`src/rtl/pong_game_ctrl_if.sv`:
```
// Pong controller bus: frame tick and keypad codes in, game state out.
// The controller is the slave; the driver of ticks and keys is the master.
interface pong_game_ctrl_if;
  logic       frame_tick;
  logic [3:0] keys_1;
  logic [3:0] keys_2;
  logic [9:0] paddle1_y;
  logic [9:0] paddle2_y;
  logic [9:0] ball_x;
  logic [9:0] ball_y;
  logic [3:0] score1;
  logic [3:0] score2;
  logic [1:0] state;
  logic [7:0] led;

  modport master (
    output frame_tick, keys_1, keys_2,
    input  paddle1_y, paddle2_y,
    input  ball_x, ball_y,
    input  score1, score2, state, led
  );

  modport slave (
    input  frame_tick, keys_1, keys_2,
    output paddle1_y, paddle2_y,
    output ball_x, ball_y,
    output score1, score2, state, led
  );
endinterface

```
`src/rtl/pong_game_ctrl.sv`:
```
// Pong game sequencer: paddles, ball, scores and match FSM,
// all advanced once per frame tick.
module pong_game_ctrl #(
  parameter int         H_ACTIVE     = 640,
  parameter int         V_ACTIVE     = 480,
  parameter int         PADDLE_H     = 64,
  parameter int         PADDLE_W     = 8,
  parameter int         PADDLE_X1    = 16,
  parameter int         PADDLE_X2    = 616,
  parameter int         BALL_SIZE    = 8,
  parameter int         PADDLE_SPEED = 4,
  parameter int         BALL_SPEED   = 2,
  parameter int         WIN_SCORE    = 9,
  parameter int         SERVE_DELAY  = 60,
  parameter logic [3:0] KEY_UP       = 4'h2,
  parameter logic [3:0] KEY_DN       = 4'h8,
  parameter logic [3:0] KEY_SERVE    = 4'h5
) (
  input logic             CLOCK_50,
  input logic             rst_n,
  pong_game_ctrl_if.slave bus
);

  localparam logic [1:0] S_IDLE  = 2'd0;
  localparam logic [1:0] S_SERVE = 2'd1;
  localparam logic [1:0] S_PLAY  = 2'd2;
  localparam logic [1:0] S_OVER  = 2'd3;

  localparam int CW = $clog2(SERVE_DELAY);
  localparam logic [CW-1:0] CLAST = CW'(SERVE_DELAY - 1);

  localparam logic [10:0] PMAX  = 11'(V_ACTIVE - PADDLE_H);
  localparam logic [10:0] BYMAX = 11'(V_ACTIVE - BALL_SIZE);
  localparam logic [10:0] BXMAX = 11'(H_ACTIVE - BALL_SIZE);
  localparam logic [10:0] LHIT  = 11'(PADDLE_X1 + PADDLE_W);
  localparam logic [10:0] RHIT  = 11'(PADDLE_X2 - BALL_SIZE);
  localparam logic [10:0] XR    = 11'(PADDLE_X2);
  localparam logic [10:0] PH    = 11'(PADDLE_H);
  localparam logic [10:0] BS    = 11'(BALL_SIZE);
  localparam logic [10:0] BSPD  = 11'(BALL_SPEED);
  localparam logic [10:0] PSPD  = 11'(PADDLE_SPEED);

  localparam logic [9:0] CX  = 10'((H_ACTIVE - BALL_SIZE) / 2);
  localparam logic [9:0] CY  = 10'((V_ACTIVE - BALL_SIZE) / 2);
  localparam logic [9:0] PY0 = 10'((V_ACTIVE - PADDLE_H) / 2);
  localparam logic [3:0] WIN = 4'(WIN_SCORE);

  logic [9:0]    p1_q, p1_d, p2_q, p2_d;
  logic [9:0]    bx_q, bx_d, by_q, by_d;
  logic [3:0]    s1_q, s1_d, s2_q, s2_d;
  logic [1:0]    st_q, st_d;
  logic          dx_q, dx_d, dy_q, dy_d;
  logic [CW-1:0] cnt_q, cnt_d;

  logic [10:0] bx_e, by_e, p1_e, p2_e;
  logic        ov1, ov2, serve, pt1, pt2;

  assign bx_e  = {1'b0, bx_q};
  assign by_e  = {1'b0, by_q};
  assign p1_e  = {1'b0, p1_q};
  assign p2_e  = {1'b0, p2_q};
  assign ov1   = (by_e + BS > p1_e) && (by_e < p1_e + PH);
  assign ov2   = (by_e + BS > p2_e) && (by_e < p2_e + PH);
  assign serve = (bus.keys_1 == KEY_SERVE) ||
                 (bus.keys_2 == KEY_SERVE);

  function automatic logic [9:0] pad_next(
    input logic [9:0] y,
    input logic [3:0] k
  );
    pad_next = y;
    if (k == KEY_UP)
      pad_next = ({1'b0, y} < PSPD) ? '0 : y - PSPD[9:0];
    else if (k == KEY_DN)
      pad_next = ({1'b0, y} + PSPD > PMAX) ?
                 PMAX[9:0] : y + PSPD[9:0];
  endfunction

  always_comb begin
    p1_d  = p1_q;
    p2_d  = p2_q;
    bx_d  = bx_q;
    by_d  = by_q;
    s1_d  = s1_q;
    s2_d  = s2_q;
    st_d  = st_q;
    dx_d  = dx_q;
    dy_d  = dy_q;
    cnt_d = cnt_q;
    pt1   = 1'b0;
    pt2   = 1'b0;
    if (bus.frame_tick) begin
      unique case (1'b1)
        st_q == S_IDLE: begin
          if (serve) begin
            st_d  = S_SERVE;
            cnt_d = '0;
            bx_d  = CX;
            by_d  = CY;
          end
        end
        st_q == S_SERVE: begin
          p1_d = pad_next(p1_q, bus.keys_1);
          p2_d = pad_next(p2_q, bus.keys_2);
          bx_d = CX;
          by_d = CY;
          if (cnt_q == CLAST) begin
            st_d  = S_PLAY;
            cnt_d = '0;
          end else begin
            cnt_d = cnt_q + CW'(1);
          end
        end
        st_q == S_PLAY: begin
          p1_d = pad_next(p1_q, bus.keys_1);
          p2_d = pad_next(p2_q, bus.keys_2);
          if (dy_q) begin
            if (by_e + BSPD >= BYMAX) begin
              by_d = BYMAX[9:0];
              dy_d = 1'b0;
            end else begin
              by_d = by_q + BSPD[9:0];
            end
          end else if (by_e <= BSPD) begin
            by_d = '0;
            dy_d = 1'b1;
          end else begin
            by_d = by_q - BSPD[9:0];
          end
          // Hit and miss tests only apply on the side the ball heads to
          if (dx_q) begin
            if (bx_e + BS <= XR && bx_e + BS + BSPD >= XR && ov2) begin
              bx_d = RHIT[9:0];
              dx_d = 1'b0;
            end else if (bx_e + BSPD >= BXMAX) begin
              pt1 = 1'b1;
            end else begin
              bx_d = bx_q + BSPD[9:0];
            end
          end else begin
            if (bx_e >= LHIT && bx_e <= LHIT + BSPD && ov1) begin
              bx_d = LHIT[9:0];
              dx_d = 1'b1;
            end else if (bx_e <= BSPD) begin
              pt2 = 1'b1;
            end else begin
              bx_d = bx_q - BSPD[9:0];
            end
          end
          if (pt1 || pt2) begin
            bx_d  = CX;
            by_d  = CY;
            cnt_d = '0;
            dx_d  = pt1;
            st_d  = S_SERVE;
            if (pt1 && s1_q != WIN) begin
              s1_d = s1_q + 4'd1;
              if (s1_q + 4'd1 == WIN) st_d = S_OVER;
            end
            if (pt2 && s2_q != WIN) begin
              s2_d = s2_q + 4'd1;
              if (s2_q + 4'd1 == WIN) st_d = S_OVER;
            end
          end
        end
        default: begin
          if (serve) begin
            st_d  = S_IDLE;
            s1_d  = '0;
            s2_d  = '0;
            p1_d  = PY0;
            p2_d  = PY0;
            bx_d  = CX;
            by_d  = CY;
            dx_d  = 1'b1;
            dy_d  = 1'b1;
            cnt_d = '0;
          end
        end
      endcase
    end
  end

  always_ff @(posedge CLOCK_50) begin
    if (!rst_n) begin
      p1_q  <= PY0;
      p2_q  <= PY0;
      bx_q  <= CX;
      by_q  <= CY;
      s1_q  <= '0;
      s2_q  <= '0;
      st_q  <= S_IDLE;
      dx_q  <= 1'b1;
      dy_q  <= 1'b1;
      cnt_q <= '0;
    end else begin
      p1_q  <= p1_d;
      p2_q  <= p2_d;
      bx_q  <= bx_d;
      by_q  <= by_d;
      s1_q  <= s1_d;
      s2_q  <= s2_d;
      st_q  <= st_d;
      dx_q  <= dx_d;
      dy_q  <= dy_d;
      cnt_q <= cnt_d;
    end
  end

  assign bus.paddle1_y = p1_q;
  assign bus.paddle2_y = p2_q;
  assign bus.ball_x    = bx_q;
  assign bus.ball_y    = by_q;
  assign bus.score1    = s1_q;
  assign bus.score2    = s2_q;
  assign bus.state     = st_q;
  assign bus.led       = {s1_q, s2_q};

endmodule
```
`src/flat_wrapper.sv`:
```
// flat-port wrapper written by rule: the top's interface ports become plain ports
module pong_game_ctrl_flat 
#(
  parameter int         H_ACTIVE     = 640,
  parameter int         V_ACTIVE     = 480,
  parameter int         PADDLE_H     = 64,
  parameter int         PADDLE_W     = 8,
  parameter int         PADDLE_X1    = 16,
  parameter int         PADDLE_X2    = 616,
  parameter int         BALL_SIZE    = 8,
  parameter int         PADDLE_SPEED = 4,
  parameter int         BALL_SPEED   = 2,
  parameter int         WIN_SCORE    = 9,
  parameter int         SERVE_DELAY  = 60,
  parameter logic [3:0] KEY_UP       = 4'h2,
  parameter logic [3:0] KEY_DN       = 4'h8,
  parameter logic [3:0] KEY_SERVE    = 4'h5
)
  (CLOCK_50, rst_n, bus_frame_tick, bus_keys_1, bus_keys_2, bus_paddle1_y, bus_paddle2_y, bus_ball_x, bus_ball_y, bus_score1, bus_score2, bus_state, bus_led);
  pong_game_ctrl_if bus_i ();
  input logic CLOCK_50;
  input logic rst_n;
  input wire logic [$bits(bus_i.frame_tick)-1:0] bus_frame_tick;
  input wire logic [$bits(bus_i.keys_1)-1:0] bus_keys_1;
  input wire logic [$bits(bus_i.keys_2)-1:0] bus_keys_2;
  output wire logic [$bits(bus_i.paddle1_y)-1:0] bus_paddle1_y;
  output wire logic [$bits(bus_i.paddle2_y)-1:0] bus_paddle2_y;
  output wire logic [$bits(bus_i.ball_x)-1:0] bus_ball_x;
  output wire logic [$bits(bus_i.ball_y)-1:0] bus_ball_y;
  output wire logic [$bits(bus_i.score1)-1:0] bus_score1;
  output wire logic [$bits(bus_i.score2)-1:0] bus_score2;
  output wire logic [$bits(bus_i.state)-1:0] bus_state;
  output wire logic [$bits(bus_i.led)-1:0] bus_led;
  assign bus_i.frame_tick = bus_frame_tick;
  assign bus_i.keys_1 = bus_keys_1;
  assign bus_i.keys_2 = bus_keys_2;
  assign bus_paddle1_y = bus_i.paddle1_y;
  assign bus_paddle2_y = bus_i.paddle2_y;
  assign bus_ball_x = bus_i.ball_x;
  assign bus_ball_y = bus_i.ball_y;
  assign bus_score1 = bus_i.score1;
  assign bus_score2 = bus_i.score2;
  assign bus_state = bus_i.state;
  assign bus_led = bus_i.led;
  pong_game_ctrl #(.H_ACTIVE(H_ACTIVE), .V_ACTIVE(V_ACTIVE), .PADDLE_H(PADDLE_H), .PADDLE_W(PADDLE_W), .PADDLE_X1(PADDLE_X1), .PADDLE_X2(PADDLE_X2), .BALL_SIZE(BALL_SIZE), .PADDLE_SPEED(PADDLE_SPEED), .BALL_SPEED(BALL_SPEED), .WIN_SCORE(WIN_SCORE), .SERVE_DELAY(SERVE_DELAY), .KEY_UP(KEY_UP), .KEY_DN(KEY_DN), .KEY_SERVE(KEY_SERVE)) u_core (.CLOCK_50(CLOCK_50), .rst_n(rst_n), .bus(bus_i));
endmodule
```
`config.mk`:
```
export PLATFORM = sky130hd
export DESIGN_NAME = pong_game_ctrl_flat
export DESIGN_NICKNAME = d
export VERILOG_FILES = /design/src/rtl/pong_game_ctrl_if.sv /design/src/rtl/pong_game_ctrl.sv /design/src/flat_wrapper.sv
export SDC_FILE = /design/constraint.sdc
export NUM_CORES = 1
export LEC_CHECK = 0
export CAP_MARGIN = 30
export CORE_UTILIZATION = 35
export DETAILED_ROUTE_END_ITERATION = 10
export SKIP_CTS_REPAIR_TIMING = 1
export SYNTH_ARGS = -nofsm -noshare
export SYNTH_HDL_FRONTEND = slang
export SYNTH_SLANG_ARGS = --single-unit
export TNS_END_PERCENT = 30
```
`constraint.sdc`:
```
create_clock -name CLOCK_50 -period 4.6 [get_ports CLOCK_50]
set_input_delay 0.69 -clock CLOCK_50 [delete_from_list [all_inputs] [get_ports CLOCK_50]]
set_output_delay 0.69 -clock CLOCK_50 [all_outputs]
set_load 0.05 [all_outputs]
```
==> results of run 1 <==
## cell usage in the layout (no fill, tap or decap), types with 6 or more instances in the layout
cell type,netlist,final
sky130_fd_sc_hd__nand2_1,76,76
sky130_fd_sc_hd__a211oi_1,6,6
sky130_fd_sc_hd__ha_1,60,60
sky130_fd_sc_hd__a21oi_1,60,60
sky130_fd_sc_hd__xor2_1,12,12
sky130_fd_sc_hd__dfxtp_1,52,52
sky130_fd_sc_hd__or3_1,10,10
sky130_fd_sc_hd__inv_1,45,45
sky130_fd_sc_hd__o31ai_1,6,6
sky130_fd_sc_hd__a21o_1,11,11
sky130_fd_sc_hd__o21a_1,8,8
sky130_fd_sc_hd__nand4_1,15,15
sky130_fd_sc_hd__nand3_1,51,51
sky130_fd_sc_hd__nor3_1,24,24
sky130_fd_sc_hd__a31oi_1,12,12
sky130_fd_sc_hd__xnor2_1,27,27
sky130_fd_sc_hd__o21ai_0,44,44
sky130_fd_sc_hd__clkdlybuf4s50_1,0,62
sky130_fd_sc_hd__conb_1,1,6
sky130_fd_sc_hd__o211ai_1,11,11
sky130_fd_sc_hd__nor2_1,49,49
sky130_fd_sc_hd__buf_4,15,13
## flip-flops by register name (all words and copies together) (netlist names)
signal                cells
u_core.dy_q               1
u_core.cnt_q              6
u_core.bus.score1         4
u_core.bus.state          2
u_core.dx_q               1
u_core.bus.ball_y         9
u_core.bus.paddle2_y      8
u_core.bus.score2         4
u_core.bus.ball_x         9
u_core.bus.paddle1_y      8
## stage by stage
step / hold slack [ns] / instances
finish: 0.4962 / 1031
CTS: 0.4894 / 1031
detailed placement: 0.4746 / 1023
global placement: 0.4788 / 1023
global route: 0.5157 / 1031
floorplan: 0.4482 / 804
## layer usage
metal  vias to the layer above  wire [µm]
met5                         -          0
met4                         0        142
met3                        14        919
met2                       178       8251
met1                      2804       8316
li1                       2962          -
## cells in the mapped netlist, types with 8 or more instances
cell type	number
sky130_fd_sc_hd__nand2_1	76
sky130_fd_sc_hd__a21oi_1	60
sky130_fd_sc_hd__ha_1	60
sky130_fd_sc_hd__dfxtp_1	52
sky130_fd_sc_hd__nand3_1	51
sky130_fd_sc_hd__nor2_1	49
sky130_fd_sc_hd__inv_1	45
sky130_fd_sc_hd__o21ai_0	44
sky130_fd_sc_hd__clkbuf_1	42
sky130_fd_sc_hd__xnor2_1	27
sky130_fd_sc_hd__nor3_1	24
sky130_fd_sc_hd__buf_4	15
sky130_fd_sc_hd__nand4_1	15
sky130_fd_sc_hd__a31oi_1	12
sky130_fd_sc_hd__xor2_1	12
sky130_fd_sc_hd__a21o_1	11
sky130_fd_sc_hd__buf_2	11
sky130_fd_sc_hd__o211ai_1	11
sky130_fd_sc_hd__or3_1	10
sky130_fd_sc_hd__o21a_1	8
## cells by family after synthesis
family,after synthesis
adder cells (fa/ha/maj),60
other,1
flip-flops,52
buffers and inverters,117
AND/OR/NAND/NOR,283
AO/OA/AOI/OAI,239
XOR/XNOR,39
multiplexers,8
## worst reg2reg max path, stage by stage (launching register included)
cell and delay (ns):
sky130_fd_sc_hd__dfxtp_1 0.57, sky130_fd_sc_hd__ha_1 0.35, sky130_fd_sc_hd__nand3_1 0.15, sky130_fd_sc_hd__nor2_1 0.17
sky130_fd_sc_hd__xor2_1 0.10, sky130_fd_sc_hd__ha_1 0.32, sky130_fd_sc_hd__nand3_1 0.11, sky130_fd_sc_hd__a211oi_1 0.24
sky130_fd_sc_hd__nor4_1 0.09, sky130_fd_sc_hd__nor3_1 0.37, sky130_fd_sc_hd__and3_1 0.29, sky130_fd_sc_hd__a21o_1 0.36
sky130_fd_sc_hd__a21o_1 0.52, sky130_fd_sc_hd__o2111ai_1 0.18
## power by group
group / leakage, µW / total (µW) / switching (µW) / internal [µW]
combinational: 0.00190 / 95.0 / 62.9 / 32.1
sequential: 0.000420 / 459 / 7.50 / 452
clock: 0.0000719 / 417 / 209 / 208
total: 0.00239 / 971 / 280 / 692
## final cells by class
type / count / area share
well taps: 216 / 0.04067
repair buffers: 75 / 0.1081
clock inverters: 3 / 0.004142
flip-flops and latches: 52 / 0.1567
multi-input cells: 635 / 0.6462
inverters: 45 / 0.02542
clock buffers: 5 / 0.01883
## path summary, 6_finish.rpt
kind                   startpoint                    to  slack (ns)  depth (start not counted)
max          u_core.bus.ball_y[3]  u_core.bus.ball_x[8]        0.64                         13
min               u_core.cnt_q[5]       u_core.cnt_q[5]        0.50                          2
max reg2reg  u_core.bus.ball_y[3]  u_core.bus.ball_x[8]        0.64                         13
min reg2reg       u_core.cnt_q[5]       u_core.cnt_q[5]        0.50                          2
==> results list, run 1 <==
- STA classifies the critical path endpoint as a flip-flop.
- Across every metal layer, demand over resource in global routing totals 0.2077.
- Of the post-synthesis cell area, the dominant cell type holds 0.1786.
- Synthesized-area fraction occupied by and/or/nand/nor cells: 0.2460
* Maximum fanout along the worst path: 13
- The clock reaches the later pin of the worst-skew pair after 0.30 ns.
- Setup slack on the critical path of the routed design comes to 0.6352 ns.
* CP startpoint kind: flip-flop
- Adder-cell share of the synthesized area: 0.1288
* Global-route wire length before repair: between 20000 and 30000 µm
* Number of pins exceeding their max-slew limit in the final report: 0
- In the routed layout, each cell is associated on average with a via count of 5.779.
* Global placer's final weighted congestion: between 0.8 and 0.9
- Number of enable flip-flop cells after synthesis: 0
- In this run the mean area of a mapped cell was 7.296 µm².
- The sequential cells in the finished layout cover a total of about 0.0010 mm².
* Clock slew at reported path FFs: roughly 0.09 ns
- Root buf cell: sky130_fd_sc_hd__clkbuf_16
- Setup repair after global routing left no endpoint under its margin.
* Net count reported at finish: 885
* Area of the die: 0.01718 mm²
* Routed wirelength normalized by instance count: 17.10 µm
- Number of buffers created by CTS: 5
- Slew Limit Headroom: 0.4915
* Total I/O pin count: 69
- At the worst endpoint, the required time is 4.77 ns.
- Proportion of synthesized flip-flops having asynchronous set or reset: 0
- In this run the standard cell core region covers 0.01606 mm².
* Layout-stage area growth over the synthesis result: 13.99%
- Detail Route Antenna Nets: 0
- Worst setup skew after layout: 0.01122 ns
- Of the cells placed in the final design, the portion with a size suffix greater than 1 is 0.05276.
- Xor and xnor fraction of the mapped netlist area: 0.05860
- Post-place setup slack: 0.7375 ns
* Run status: finished clean
* Layer carrying the most global-route usage: met2
- Worst-case clock buffer depth: 2
* Main area contributors after synthesis: sky130_fd_sc_hd__dfxtp_1 (18%), sky130_fd_sc_hd__ha_1 (13%), sky130_fd_sc_hd__a21oi_1 (5.2%)
* Input/output buffers: 62
- HP Class: reg -> reg
* Routing usage on met3: 0.03206
- Static leakage: about 0.0024 µW
- Setup violations, final: 0
- Data arrival time of the critical path: 4.13 ns
- Cell area after placement: around 0.0065 mm²
- The critical path is of the reg -> reg type.
- Based on the critical path, the design can be clocked at up to 252.2 MHz.
- The H-tree generated during clock tree synthesis spans 2 levels.
* Compound-cell area share of the yosys netlist: 0.2844
- Antenna diode count: 0
- Overall overflow remaining after global route: 0
- TritonCTS built the clock tree.
- M2 GR Usage: 0.3455
- The via count of the first global-routing pass is 5370.
- Number of warnings issued by yosys: 0
- Unique cell type count in the Yosys netlist: slightly below 80
* Pwr/cell area: between 100 and 150 mW/mm²
* Total Neg Setup Slack: 0 ns
- The tool flagged a number of max-cap violations equal to 0.
- Netlist area before placement: between 0.005 and 0.006 mm²
* Register bit count reported by yosys: 52
- Detailed-routing iteration count for the pre-antenna-repair pass: 5
- Entering global routing, the biggest net connects 40 pins.
- Dominant cell type by area after synthesis: sky130_fd_sc_hd__dfxtp_1
- The initial antenna violation count is 0.
- The die is between 100 and 150 µm tall.
- Multi-input logic area: 0.004294 mm²
- For this run, the share of the core covered by cells in the final layout is 0.4138.
- DR vias: 5958
- After synthesis, the share of cell area in mux cells is 0.01438.
* Kind of cell adding the most delay to the critical path: compound AO/OA/AOI/OAI gates
- With fillers left out, the area of the finished cells amounts to 0.006645 mm².
- The initialized floorplan defines 46 standard-cell rows.
- Cell type of the slowest stage on the worst timing path: sky130_fd_sc_hd__dfxtp_1
- Die extent in x: 131.1 µm
- The count of final hold-check violations was 0.
* Starting Density: 0.3630
* Total Power: about 970 µW
- Traced cell by cell, the critical path runs through ha_1 > nand3_1 > nor2_1 > xor2_1 > ha_1 > nand3_1 > a211oi_1 > nor4_1 > nor3_1 > and3_1 > a21o_1 > a21o_1 > o2111ai_1.
- Across the VDD grid, the largest voltage drop is 0.1405 mV.
- Period utilisation layout: 0.8619
* Time the final worst path needs with I/O delays and setup: 3.965 ns
- In the routed design, unresolved DRC markers number 0.
- By area, the combinational part of the netlist is dominated by compound AO/OA/AOI/OAI gates.
* Met1 track demand over resource: 0.2860
- CTS saw 52 sinks.
- Summed over all layers, the routed wires come to 17630 µm.
- At the pin with the least slew margin, the transition time is 0.7627 ns.
- Main flop type after synthesis: sky130_fd_sc_hd__dfxtp_1
- Bufs and invs on worst path: 0
- Half-perimeter wire length after detailed placement: 12840 µm
- Synthesis produced a netlist whose cell count is roughly 800.
- Share of the yosys chip area belonging to registers: 0.1786
- Layout fillers: 1693
* Longest individual stage delay on the worst path: 0.57 ns
* Initial detailed-routing violation count: about 480
No activity file was read; power rests on OpenSTA's default activity.
==> run 2: changes to the inputs <==
CORE_ASPECT_RATIO = 1.4   (was unset)
CORE_UTILIZATION = 39   (was 35)
==> run 2 against run 1 <==
Compared with the run above:
- non-clock buffer count fell by 1
- sequential power barely moved
- sequential share of layout area about the same
- global-route usage is 2.8 points higher
- total power fell by 0.40%
- combinational power up 2%
- core utilization increased by 4.3 points
- critical path depth did not move
- critical path type unchanged
- highest routed layer unchanged
==> results list, run 2 (synthesized netlist as in run 1, its figures left out) <==
- The final core area utilization is 0.4568 (was 0.4138).
- The die boundary height is 146.7 µm (was 131.1 µm).
- Critical Setup Path Class: reg -> reg (unchanged)
* Combinational Power Share: 0.100 (was 0.098)
- The internal power contribution came to 692.8 µW (was 691.7 µW).
* Antenna diode count: 0 (unchanged)
* Setup violations, final: 0 (unchanged)
- Worst-case register-to-register setup slack: 0.50 ns (was 0.64 ns)
* Cell area after placement: 0.006447 mm² (was 0.006492 mm²)
* # H-tree levels: 2 (unchanged)
- The final number of max-transition violations was 0 (unchanged).
- Cell type of the slowest stage on the worst timing path: sky130_fd_sc_hd__dfxtp_1 (unchanged)
- The ratio of cells with drive above 1 in the final layout was 0.05160 (was 0.05276).
* Net count reported at finish: 884 (was 885)
* Clock slew at reported path FFs: 0.08 ns (was 0.09 ns)
* Initial detailed-routing violation count: 254 (was 479)
* Clock network fraction of total power: 0.425 (was 0.429)
- Unrepaired setup endpoints after global routing: no (unchanged)
- The layout overhead on the synthesized area came to 13.69% (was 13.99%).
- The wire length of the first global-routing pass is 29420 µm (was 28310 µm).
- The buffer levels on the longest clock path came to 2 (unchanged).
- Overall overflow remaining after global route: 0 (unchanged)
- Worst r2r path cells: 13 (unchanged)
* TritonCTS clock tree: yes (unchanged)
- The net switching fraction of the power is 0.2838 (was 0.2878).
- Time the final worst path needs with I/O delays and setup: 4.099 ns (was 3.965 ns)
- The aggregate negative setup slack was 0 ns (unchanged).
- The library cell used as clock root buffer was sky130_fd_sc_hd__clkbuf_16 (unchanged).
- The remaining max-slew budget at the tightest pin is 0.3348 (was 0.4915).
- The count of maximum capacitance violations is 0 (unchanged).
* Commonest cells after routing, fill and taps aside: sky130_fd_sc_hd__nand2_1 (76), sky130_fd_sc_hd__clkdlybuf4s50_1 (62), sky130_fd_sc_hd__a21oi_1 (60), sky130_fd_sc_hd__ha_1 (60), sky130_fd_sc_hd__dfxtp_1 (52) (unchanged)
- The detailed-route wire length is 18180 µm (was 17630 µm).
- Worst setup skew after layout: 0.008793 ns (was 0.01122 ns)
- The arrival time reported for the critical path endpoint was 4.26 ns (was 4.13 ns).
- Worst slew pin tran: 0.9839 ns (was 0.7627 ns)
- The period utilization came to 0.8912 (was 0.8619).
* CORE AREA: 0.01451 mm² (was 0.01606 mm²)
* Half-perimeter wire length after detailed placement: 13630 µm (was 12840 µm)
- Routed wirelength normalized by instance count: 18.12 µm (was 17.10 µm)
* Worst R2R Start: u_core.bus.ball_y[3] (unchanged)
* Detail Route Antenna Nets: 0 (unchanged)
* Category of the worst setup path capture point: flip-flop (unchanged)
- Sequential share of power: 0.475 (was 0.473)
- Initial antenna violation count: 0 (unchanged)
- The total DRC errors in the routed layout came to 0 (unchanged).
- Critical R2R Capture: u_core.bus.ball_x[8] (unchanged)
- Global placer's final weighted congestion: 0.9238 (was 0.8882)
* Overall fraction of global-route tracks in use: 0.2358 (was 0.2077)
- Maximum fanout along the worst path: 21 (was 13)
- Area of the die: 0.01545 mm² (was 0.01718 mm²)
* Most common library cell in the layout ignoring fill and taps: sky130_fd_sc_hd__nand2_1 (unchanged)
* Largest net degree at the start of global routing: 40 (unchanged)
- Die extent in x: 105.3 µm (was 131.1 µm)
- Critical path cell sequence: ha_1 > nand3_1 > nor2_1 > xor2_1 > ha_1 > nand3_1 > a211oi_1 > nor4_1 > nor3_1 > and3_1 > a21o_1 > a21o_1 > o2111ai_1 (unchanged)
- The highest ir drop seen on vdd was 0.1548 mV (was 0.1405 mV).
- The number of standard-cell rows in the floorplan is 52 (was 46).
* Pwr/cell area: 146.0 mW/mm² (was 146.2 mW/mm²)
* TritonCTS sink count: 52 (unchanged)
- The area of all placed cells without fillers was 0.006628 mm² (was 0.006645 mm²).
- The starting density of the core is 0.4018 (was 0.3630).
- Detailed-routing iteration count for the pre-antenna-repair pass: 4 (was 5)
* Psw: 274.6 µW (was 279.5 µW)
* Static leakage: 0.002395 µW (was 0.002394 µW)
- The kind of start point of the critical path was a flip-flop (unchanged).
- The hold path startpoint was u_core.cnt_q[1] (was u_core.cnt_q[5]).
* Number of buffers created by CTS: 5 (unchanged)
* Data required time of the critical path: 4.76 ns (was 4.77 ns)
- Min-Delay Path Depth: 2 (unchanged)
- The total number of vias came to 6074 (was 5958).
- The count of final hold-check violations is 0 (unchanged).
- Highest attainable clock frequency: 243.9 MHz (was 252.2 MHz)
- Longest individual stage delay on the worst path: 0.59 ns (was 0.57 ns)
- Clock Latency Late Sink: 0.31 ns (was 0.30 ns)
* Run status: finished clean (unchanged)
* Input/output buffers: 62 (unchanged)
- HP Class: reg -> reg (unchanged)
- The total power draw is 967.3 µW (was 971.2 µW).
- Via count of the first global-routing pass: 5820 (was 5370)
- Ratio of routed vias to standard cells: 6.056 (was 5.779)
* Hold Crit Endpoint: u_core.cnt_q[1] (was u_core.cnt_q[5])
- The I/O pin count was 69 (unchanged).
run 2: changes by cell type in the layout (fill, tap and decap cells not counted):
cell	delta
sky130_fd_sc_hd__buf_16	+1
sky130_fd_sc_hd__buf_4	-3
sky130_fd_sc_hd__clkdlybuf4s15_2	+1
run 2: layer usage:
metal | global-route usage | vias to the layer above | share of wire
li1 | - | 2968 | -
met1 | 0.2690 | 2896 | 0.41
met2 | 0.4378 | 173 | 0.52
met3 | 0.02813 | 37 | 0.038
met4 | 0.09648 | 0 | 0.028
met5 | 0 | - | 0
run 2: how the worst max path moves through the flow:
| stage | startpoint | cells after the start | end | slack (ns) |
|---|---|---|---|---|
| after floorplan | u_core.bus.ball_y[3] | 13 | u_core.bus.state[1] | 0.84 |
| after global placement | u_core.bus.ball_y[3] | 13 | u_core.bus.ball_x[8] | 0.59 |
| after detailed placement | u_core.bus.ball_y[3] | 13 | u_core.bus.ball_x[8] | 0.59 |
| after CTS | u_core.bus.ball_y[3] | 13 | u_core.bus.ball_x[2] | 0.54 |
| after global routing | u_core.bus.ball_y[3] | 13 | u_core.bus.ball_x[4] | 0.1 |
| final | u_core.bus.ball_y[3] | 13 | u_core.bus.ball_x[8] | 0.50 |
run 2: worst max-delay path: cells and delay by family (launching register included):
family          cells  cell delay, ns
fa+ha+maj           2            0.72
simple gates        6            1.08
xor+xnor            1            0.10
flops               1            0.59
compound gates      4            1.47
run 2: power by group through the flow:
| stage | clock, µW | combinational [µW] | sequential, µW |
|---|---|---|---|
| after floorplan | 0 | 65.4 | 471 |
| after global placement | 0 | 91.8 | 469 |
| after detailed placement | 0 | 93.3 | 470 |
| after CTS | 423 | 93.7 | 459 |
| after global routing | 443 | 104 | 460 |
| final | 411 | 96.8 | 459 |
run 2: per-stage QoR:
step	cells	hold slack, ns	worst slack [ns]
after global routing	1003	0.5305	0.09963
after CTS	1002	0.4895	0.5429
final	1003	0.4917	0.5007
after floorplan	804	0.4482	0.8355
after detailed placement	994	0.4769	0.5860
after global placement	993	0.4774	0.5936
run 2: area by class of cell:
cell class | count | area [µm²]
Clock inverter | 3 | 27.53
Multi-Input combinational cell | 635 | 4294
Sequential cell | 52 | 1041
Fill cell | 1493 | 7881
Clock buffer | 5 | 125.1
Tap cell | 189 | 236.5
Timing Repair Buffer | 74 | 734.5
Inverter | 45 | 168.9
==> run 3: changes to the inputs <==
CTS_CLUSTER_DIAMETER = 200   (was unset)
clock period = 4.66 ns   (was 4.6 ns; I/O delays follow)
==> run 3 against run 2 <==
Compared with the run above:
- via count grew 0.56%
- first-iteration DRC count increased by 85%
- sequential share of layout area grew 0.10 points
- worst hold slack improved by 0.0056 ns
- combinational power is 3.8% lower
- register-to-register slack worse by 0.09 ns
- critical path depth unchanged
- setup slack worse by 0.091 ns
- clock skew barely moved
- total power shrank 2.2%
- clock-buffer cell count did not move
- core utilization shrank 0.29 points
- critical endpoint is now u_core.bus.ball_x[3]
==> results list, run 3 (synthesized netlist as in run 1, its figures left out) <==
- The highest net fanout along the worst path is 21 (unchanged).
- Period utilisation layout: 0.9120 (was 0.8912)
- Hold Violations, Final: 0 (unchanged)
- The buffer levels on the longest clock path came to 2 (unchanged).
- Pwr/cell area: 143.7 mW/mm² (was 146.0 mW/mm²)
- Overall overflow remaining after global route: 0 (unchanged)
- Total of max-cap violations: 0 (unchanged)
- The chip width is 105.3 µm (unchanged).
* Initial antenna violation count: 0 (unchanged)
- The starting density of the core was 0.4018 (unchanged).
* Longest individual stage delay on the worst path: 0.62 ns (was 0.59 ns)
* Total Neg Setup Slack: 0 ns (unchanged)
* Chip height: 146.7 µm (unchanged)
- TritonCTS clock tree: yes (unchanged)
- Largest net degree at the start of global routing: 40 (unchanged)
- The I/O pin count came to 69 (unchanged).
- The setup violation total in the final timing report came to 0 (unchanged).
- Cell type of the slowest stage on the worst timing path: sky130_fd_sc_hd__dfxtp_1 (unchanged)
- The class of the worst hold path is reg -> reg (unchanged).
* Worst slew pin tran: 0.9993 ns (was 0.9839 ns)
* Detail Route Antenna Nets: 0 (unchanged)
- The mean routed wirelength per cell was 18.35 µm (was 18.12 µm).
* Data required time of the critical path: 4.82 ns (was 4.76 ns)
- The weighted congestion reported at the end of routability-driven placement is 0.9176 (was 0.9238).
- The kind of start point of the critical path was a flip-flop (unchanged).
- The final number of max-transition violations is 0 (unchanged).
- Num rows: 52 (unchanged)
* Clock Latency Late Sink: 0.30 ns (was 0.31 ns)
* DR vias: 6108 (was 6074)
- Critical path cell sequence: ha_1 > nand3_1 > nor2_1 > xor2_1 > ha_1 > nand3_1 > a211oi_1 > nor4_1 > nor3_1 > and3_1 > a21o_1 > a21o_1 > o211ai_1 (was ha_1 > nand3_1 > nor2_1 > xor2_1 > ha_1 > nand3_1 > a211oi_1 > nor4_1 > nor3_1 > and3_1 > a21o_1 > a21o_1 > o2111ai_1)
* Worst setup skew after layout: 0.009149 ns (was 0.008793 ns)
- The count of buffers inserted at the top-level ports is 62 (unchanged).
- Clock slew at reported path FFs: 0.08 ns (about the same)
* Antenna diode count: 0 (unchanged)
- TritonCTS sink count: 52 (unchanged)
- Cell area after placement: 0.006439 mm² (was 0.006447 mm²)
- Critical Setup Path Class: reg -> reg (unchanged)
* Overall fraction of global-route tracks in use: 0.2372 (was 0.2358)
- The commonest non-fill, non-tap cell in the layout is sky130_fd_sc_hd__nand2_1 (unchanged).
- Commonest cells after routing, fill and taps aside: sky130_fd_sc_hd__nand2_1 (76), sky130_fd_sc_hd__clkdlybuf4s50_1 (62), sky130_fd_sc_hd__a21oi_1 (60), sky130_fd_sc_hd__ha_1 (60), sky130_fd_sc_hd__dfxtp_1 (52) (unchanged).
* Detailed-routing iteration count for the pre-antenna-repair pass: 5 (was 4)
* Number of buffers created by CTS: 5 (unchanged)
- Static leakage: 0.002374 µW (was 0.002395 µW)
- # H-tree levels: 2 (unchanged)
- Layout-stage area growth over the synthesis result: 12.96% (was 13.69%)
- The via density per instance was 6.102 (was 6.056).
- The arrival time reported for the critical path endpoint is 4.41 ns (was 4.26 ns).
- Run status: finished clean (unchanged).
* Highest ir drop seen on vdd: 0.1407 mV (was 0.1548 mV)
* Root buf cell: sky130_fd_sc_hd__clkbuf_16 (unchanged)
* Worst-case register-to-register setup slack: 0.41 ns (was 0.50 ns)
- Post-detailed-routing wire length: 18360 µm (was 18180 µm)
- Slew Limit Headroom: 0.3331 (was 0.3348)
- The placed wire-length estimate after detailed placement came to 13520 µm (was 13630 µm).
- The ratio of cells with drive above 1 in the final layout came to 0.04926 (was 0.05160).
- Number of remaining DRC errors: 0 (unchanged)
* Area of the die: 0.01545 mm² (unchanged)
* Final Instance Area: 0.006585 mm² (was 0.006628 mm²)
- The hold-critical path depth is 2 (unchanged).
* Worst r2r path cells: 13 (unchanged)
- The worst hold slack is 0.4973 ns (was 0.4917 ns).
- Global-route wire length before repair: 29760 µm (was 29420 µm)
* Category of the worst setup path capture point: flip-flop (unchanged)
* CORE AREA: 0.01451 mm² (unchanged)
- Unrepaired setup endpoints after global routing: no (unchanged).
- Initial detailed-routing violation count: 470 (was 254)
- The highest clock frequency the design can meet was 235.3 MHz (was 243.9 MHz).
* Via count of the first global-routing pass: 5844 (was 5820)
- The final net count is 882 (was 884).
* Time the final worst path needs with I/O delays and setup: 4.250 ns (was 4.099 ns)
run 3: routing by layer:
layer	GRT usage	wire length (µm)	vias up
li1	-	-	2952
met1	0.2803	7516	2919
met2	0.4332	9564	199
met3	0.02679	838	38
met4	0.08944	444	0
met5	0	0	-
run 3: layout make-up:
type	count	area (µm²)
clock buffer	5	125.1
clock inverter	3	21.27
fill	1491	7924
inverter	45	168.9
multi-input combinational	635	4294
sequential	52	1041
tap	189	236.5
timing repair buffer	72	698.2
run 3: final timing paths:
kind                   startpoint                    to
max          u_core.bus.ball_y[4]  u_core.bus.ball_x[3]
min               u_core.cnt_q[1]       u_core.cnt_q[1]
max reg2reg  u_core.bus.ball_y[4]  u_core.bus.ball_x[3]
min reg2reg       u_core.cnt_q[1]       u_core.cnt_q[1]
run 3: metrics by stage:
step	setup WS (ns)	power (µW)	instances	utilization
final	0.4101	946.2	1001	0.4539
after global routing	0.1567	975.2	1001	0.4539
after CTS	0.4800	959.7	1001	0.4539
after detailed placement	0.4977	555.9	993	0.4438
after global placement	0.6453	554.5	992	0.4431
after floorplan	0.8955	529.4	804	-
run 3: worst max-delay path: cells and delay by family, from the launching register on:
kind,cells,cell delay [ns]
flops,1,0.62
xor+xnor,1,0.10
compound gates,4,1.48
simple gates,6,1.15
fa+ha+maj,2,0.73
run 3: where the power goes:
group | switching [µW] | leakage [µW] | internal, µW
registers | 7.43 | 0.000420 | 446
logic | 62.3 | 0.00188 | 30.8
clock network | 199 | 0.0000702 | 201
total | 268 | 0.00237 | 678
